$ cat src/rtl/cs_pkg.sv
// Shared constants and types for the CS computational block and its output stage.
package cs_pkg;

  localparam int unsigned CS_YW     = 10;
  localparam int unsigned CS_WIN    = 9;
  localparam int unsigned CS_WARMUP = CS_WIN - 1;

  typedef logic [CS_YW-1:0] cs_y_t;

  // Occupancy counter width for a FIFO of the given depth (holds 0..depth).
  function automatic int unsigned cs_count_width(input int unsigned depth);
    return $clog2(depth) + 1;
  endfunction

endpackage

$ cat src/rtl/cs_buf_ram.sv
// DEPTH x W register array: one synchronous write port, one asynchronous read port.
module cs_buf_ram #(
  parameter int unsigned DEPTH = 8,
  parameter int unsigned W     = 10,
  parameter int unsigned AW    = $clog2(DEPTH)
) (
  input  logic          clk,
  input  logic          reset,
  input  logic          we,
  input  logic [AW-1:0] waddr,
  input  logic [W-1:0]  wdata,
  input  logic [AW-1:0] raddr,
  output logic [W-1:0]  rdata
);

  logic [W-1:0] mem [DEPTH];

  // Cleared on reset so the fall-through output reads 0 while empty after reset.
  always_ff @(posedge clk or posedge reset) begin
    if (reset) begin
      for (int i = 0; i < DEPTH; i++) begin
        mem[i] <= '0;
      end
    end else if (we) begin
      mem[waddr] <= wdata;
    end
  end

  assign rdata = mem[raddr];

endmodule

$ cat src/rtl/cs_out_buffer.sv
// First-word-fall-through output FIFO for the CS result stream with overflow flag.
// Define CS_WARMUP_SKIP_EN to discard the results produced before the window fills.
module cs_out_buffer
  import cs_pkg::*;
#(
  parameter int unsigned DEPTH = 8,
  parameter int unsigned W     = CS_YW
) (
  input  logic                   clk,
  input  logic                   reset,
  input  logic [W-1:0]           Y,
  input  logic                   in_en,
  output logic [W-1:0]           dout,
  output logic                   dout_valid,
  input  logic                   dout_ready,
  output logic                   full,
  output logic                   overflow,
  output logic [$clog2(DEPTH):0] count
);

  localparam int unsigned AW = $clog2(DEPTH);
  localparam int unsigned CW = AW + 1;
  localparam logic [CW-1:0] DepthC = CW'(DEPTH);

  if (DEPTH < 2 || DEPTH > 64 || (DEPTH & (DEPTH - 1)) != 0) begin : g_depth_chk
    $error("cs_out_buffer: DEPTH must be a power of two in 2..64");
  end
  if (W != CS_YW || CW != cs_count_width(DEPTH)) begin : g_width_chk
    $error("cs_out_buffer: W must equal the CS result width");
  end

  logic [AW-1:0] wr_ptr_q, rd_ptr_q;
  logic [CW-1:0] count_q;
  logic          overflow_q;

  logic          push_req;
  logic          pop;
  logic          push_ok;
  logic          drop;
  logic          is_full;
  logic          is_empty;

`ifdef CS_WARMUP_SKIP_EN
  logic [3:0] warm_q;
  logic       warm_discard;

  assign warm_discard = (warm_q < 4'(CS_WARMUP));

  always_ff @(posedge clk or posedge reset) begin
    if (reset) begin
      warm_q <= '0;
    end else if (in_en && warm_q != 4'hf) begin
      warm_q <= warm_q + 4'd1;
    end
  end

  assign push_req = in_en & ~warm_discard;
`else
  assign push_req = in_en;
`endif

  assign is_full  = (count_q == DepthC);
  assign is_empty = (count_q == '0);
  assign pop      = ~is_empty & dout_ready;
  // When full, the slot vacated by a same-cycle pop is the one wr_ptr points at.
  assign push_ok  = push_req & (~is_full | pop);
  assign drop     = push_req & is_full & ~pop;

  always_ff @(posedge clk or posedge reset) begin
    if (reset) begin
      wr_ptr_q   <= '0;
      rd_ptr_q   <= '0;
      count_q    <= '0;
      overflow_q <= 1'b0;
    end else begin
      if (push_ok) begin
        wr_ptr_q <= wr_ptr_q + AW'(1);
      end
      if (pop) begin
        rd_ptr_q <= rd_ptr_q + AW'(1);
      end
      case ({push_ok, pop})
        2'b10:   count_q <= count_q + CW'(1);
        2'b01:   count_q <= count_q - CW'(1);
        default: count_q <= count_q;
      endcase
      if (drop) begin
        overflow_q <= 1'b1;
      end
    end
  end

  cs_buf_ram #(
    .DEPTH (DEPTH),
    .W     (W),
    .AW    (AW)
  ) u_ram (
    .clk   (clk),
    .reset (reset),
    .we    (push_ok),
    .waddr (wr_ptr_q),
    .wdata (Y),
    .raddr (rd_ptr_q),
    .rdata (dout)
  );

  assign dout_valid = ~is_empty;
  assign full       = is_full;
  assign overflow   = overflow_q;
  assign count      = count_q;

endmodule

$ cat config.mk
export PLATFORM = sky130hd
export DESIGN_NAME = cs_out_buffer
export DESIGN_NICKNAME = d
export VERILOG_FILES = /design/src/rtl/cs_pkg.sv /design/src/rtl/cs_buf_ram.sv /design/src/rtl/cs_out_buffer.sv
export SDC_FILE = /design/constraint.sdc
export NUM_CORES = 1
export LEC_CHECK = 0
export BUFFER_PORTS_ARGS = -buffer_cell sky130_fd_sc_hd__buf_2
export CORE_MARGIN = 8
export CORE_UTILIZATION = 49
export CTS_BUF_LIST = sky130_fd_sc_hd__clkbuf_16
export DETAILED_ROUTE_END_ITERATION = 10
export GPL_TIMING_DRIVEN = 0
export PLACE_DENSITY = 0.76
export RECOVER_POWER = 50
export SLEW_MARGIN = 20
export SYNTH_ARGS = -nofsm -noshare
export SYNTH_HDL_FRONTEND = slang
export SYNTH_SLANG_ARGS = --single-unit
$ cat constraint.sdc
create_clock -name clk -period 4 [get_ports clk]
set_input_delay 0.8 -clock clk [delete_from_list [all_inputs] [get_ports clk]]
set_output_delay 0.8 -clock clk [all_outputs]
set_load 0.01 [all_outputs]
==> flow_metrics.py <==
metrics = {
    "timing": {
        "slew_violations": 39,
        "tightest_slew_ns": 1.663,
        "period_share_pct": 76.17,
        "skew_ns": 0.009156,
        "finalSetupViolations": 0,
        "relSlewSlack_pct": -11.48,
        "hold_ws_ns": 0.4540,
        "rsz0062_at_grt": "false",
        "fin_crit_ns": 3.047,
        "hold_viol": 0,
        "max_freq_mhz": 328.2,
    },
    "final_layout": {
        "area_delta_synth_final_pct": 13.37,
        "drive_above_1_share_pct": 55.63,
        "finish.utilization_pct": 56.65,
        "final_nets": 323,
        "diodes": 0,
    },
    "cts": {
        "clock_path_buffers": 2,
        "insertion_delay_ns": 0.33,
        "cts.sinks": 91,
        "ctsHoldBuffers": 0,
        "h-tree-depth": 3,
        "cts_resized": 0,
        "root_buffer": "clkbuf_16",
        "tritoncts": "yes",
        "postCtsSetupRepairBufs": 0,
        "cts_inserted_buffers": 9,
        "path_clk_slew_ns": 0.07,
    },
    "drt": {
        "routedWlPerCell_um": 20.29,
        "routed_via_density": 5.618,
        "drtAntennaViolNets": 0,
        "wirelength_mm": 8.503,
        "drt-initial-drc-count": 70,
        "firstDrtPassIters": 5,
        "num_vias": 2354,
        "drc": 0,
    },
    "global_route": {
        "antenna_found_initial": 0,
        "grt_pass1_vias": 2563,
        "grt_pass1_wl_mm": 14.00,
        "gr-total-overflow": 0,
        "grt_max_degree": 55,
        "grt_util_all_layers_pct": 15.45,
    },
    "synth": {
        "ys_types": 36,
        "synth_compound_area_share_pct": 1.399,
        "netlist_area_sq_mm": 0.004294,
        "yosysSeqAreaShare_pct": 53.03,
        "netlist_top_cells_area": "dfrtp_1 53%, mux2_2 19%, mux4_2 10%",
        "ys.warnings.count": 0,
        "netlist_instances": 264,
        "muxShareOfSynthArea_pct": 36.60,
        "synthXorXnorAreaFrac_pct": 1.428,
        "synth_top_family_by_area": "multiplexers",
        "yosysTopAreaCell": "dfrtp_1",
        "synthAdderAreaFrac_pct": 0.8741,
        "synth_top_area_share_pct": 53.03,
        "syn_nets": 281,
        "avgSynthCellArea_sq_um": 16.27,
        "yosys.area_share.simple_pct": 5.041,
        "ys_ff_latch": 91,
    },
    "floorplanning": {
        "die_x_um": 109.6,
        "core_area_sq_mm": 0.008593,
        "start_util_pct": 49.97,
        "rows": 34,
        "die_h_um": 109.6,
        "die_area_sq_mm": 0.01202,
        "io_pins": 31,
    },
    "critical_path": {
        "max_stage_delay_ns": 0.65,
        "crit_slowest_cell": "clkbuf_1",
        "crit_path_end_kind": "primary output",
        "cp_data_arrival_time_ns": 2.25,
        "critPathMaxFanout": 10,
        "start_kind": "register",
        "cp_cell_sequence": "clkbuf_1 -> mux4_2 -> mux2_2 -> buf_2",
        "critPathKind": "reg -> out",
        "cp.required_ns": 3.20,
    },
    "power": {
        "p_int_mw": 2.958,
        "p_clk_share_pct": 19.7,
        "switching_share_pct": 31.41,
        "peakVddDrop_mv": 0.3524,
        "leakage_nw": 2.149,
        "p_comb_share_pct": 41.4,
        "pwr-share-seq_pct": 38.9,
        "pwr_density_cell_mw_per_mm2": 885.8,
        "net-switching-power_mw": 1.355,
    },
    "flow_run": {
        "maxCapViolCount": 1,
    },
    "outcome": {
        "outcome": "finished, violations left",
        "failed_checks": "capacitance limit, slew limit",
    },
    "placed_design": {
        "numPortBuffers": 30,
        "place_hpwl_mm": 5.383,
        "place.gp.congestion": 0.7231,
    },
    "worst_hold_path": {
        "hold_class": "reg -> reg",
    },
}
[worst paths after layout]
| kind | cells after the start | startpoint | slack, ns | endpoint |
|---|---|---|---|---|
| max reg2reg | 5 | count[0]$_DFFE_PP0P_ | 1.43 | u_ram.mem[51]$_DFFE_PP0P_ |
| min reg2reg | 1 | overflow$_DFFE_PP0P_ | 0.45 | overflow$_DFFE_PP0P_ |
| min in group asynchronous | 2 | reset | 0.86 | u_ram.mem[16]$_DFFE_PP0P_ |
| min | 1 | overflow$_DFFE_PP0P_ | 0.45 | overflow$_DFFE_PP0P_ |
| max in group asynchronous | 3 | reset | 1.22 | u_ram.mem[34]$_DFFE_PP0P_ |
| max | 4 | rd_ptr_q[1]$_DFFE_PP0N_ | 0.95 | dout[0] |
[synth_stat cells]
cell type   n
dfrtp_1    91
mux2_2     72
mux2_4     20
mux4_2     20
clkbuf_1    4
nand2_1     4
nand2b_1    4
nor3_2      4
xnor2_1     4
ha_1        3
nand3_1     3
xor2_1      3
a21o_1      2
buf_2       2
buf_4       2
buf_6       2
inv_1       2
nor2_1      2
or3_1       2
or4_1       2
a21bo_2     1
a21oi_1     1
and2_1      1
and3b_2     1
mux2i_1     1
nand4b_1    1
nor2_4      1
nor2b_1     1
nor3_1      1
o21ai_0     1
o21ai_4     1
o311ai_0    1
or2b_2      1
or3_2       1
or3_4       1
or4_4       1
[power by group through the flow]
stage          sequential [mW]  combinational, mW  clock, mW
3_3_place_gp              1.65               1.76          0
4_1_cts                   1.68               1.83      0.867
3_5_place_dp              1.68               1.82          0
5_1_grt                   1.74               1.93      0.907
2_1_floorplan             1.60               1.40          0
6_report                  1.68               1.78      0.851
[kinds of logic (layout without fill, tap and decap cells)]
logic type / Yosys count / after routing
buffers and inverters: 12 / 59
adder cells (fa/ha/maj): 3 / 3
AO/OA/AOI/OAI: 7 / 7
AND/OR/NAND/NOR: 31 / 31
XOR/XNOR: 7 / 7
multiplexers: 113 / 113
flip-flops: 91 / 91
[layout make-up]
type	instances	area [sq um]
buffer	10	62.56
clock buffer	9	225.2
clock inverter	7	76.32
fill	720	3725
inverter	2	8.758
multi-input combinational	161	1931
sequential	91	2277
tap	108	135.1
timing repair buffer	31	152.6
[through the flow]
step	setup TNS (ns)	instance area, sq um	setup slack [ns]	cells	total power [mW]
finish	0	4868	0.9533	419	4.312
global route	0	4868	0.6686	419	4.576
floorplan	0	4294	0.8364	264	2.999
CTS	0	4911	0.9662	419	4.375
global placement	-16.84	4579	-0.1888	402	3.408
detailed placement	0	4609	1.392	403	3.492
[layer usage]
layer / global-route usage (%) / up-vias / wire (um)
met5: 0 / - / 0
met4: 5.593 / 0 / 125
met3: 2.345 / 10 / 231
met2: 24.50 / 35 / 4147
met1: 21.13 / 1233 / 3998
li1: - / 1076 / -
[sequential cells by signal, summed over array words and instances, names as in the netlist]
| signal | flops |
|---|---|
| overflow | 1 |
| count | 4 |
| wr_ptr_q | 3 |
| rd_ptr_q | 3 |
| u_ram.mem | 80 |
[critical path, delay by kind of cell (launching register included)]
kind | cells | cell delay (ns)
flip-flops | 1 | 0.41
buffers and inverters | 2 | 0.79
multiplexers | 2 | 0.71
[placed cells by master, fill, tap and decap left out, drive strengths merged]
cell      instances
nor2b             1
clkinvlp          2
clkbuf           16
a21oi             1
dfrtp            91
mux2             92
and2              1
or4               3
mux4             20
nor3              5
nand4b            1
o21ai             2
nand3             3
bufinv            1
nand2b            4
o311ai            1
xor2              3
xnor2             4
inv               3
a21o              2
nand2             4
or2b              1
a21bo             1
mux2i             1
clkinv            3
buf              34
ha                3
or3               4
and3b             1
nor2              3
Note: power is estimated with default switching activity, not from simulation.
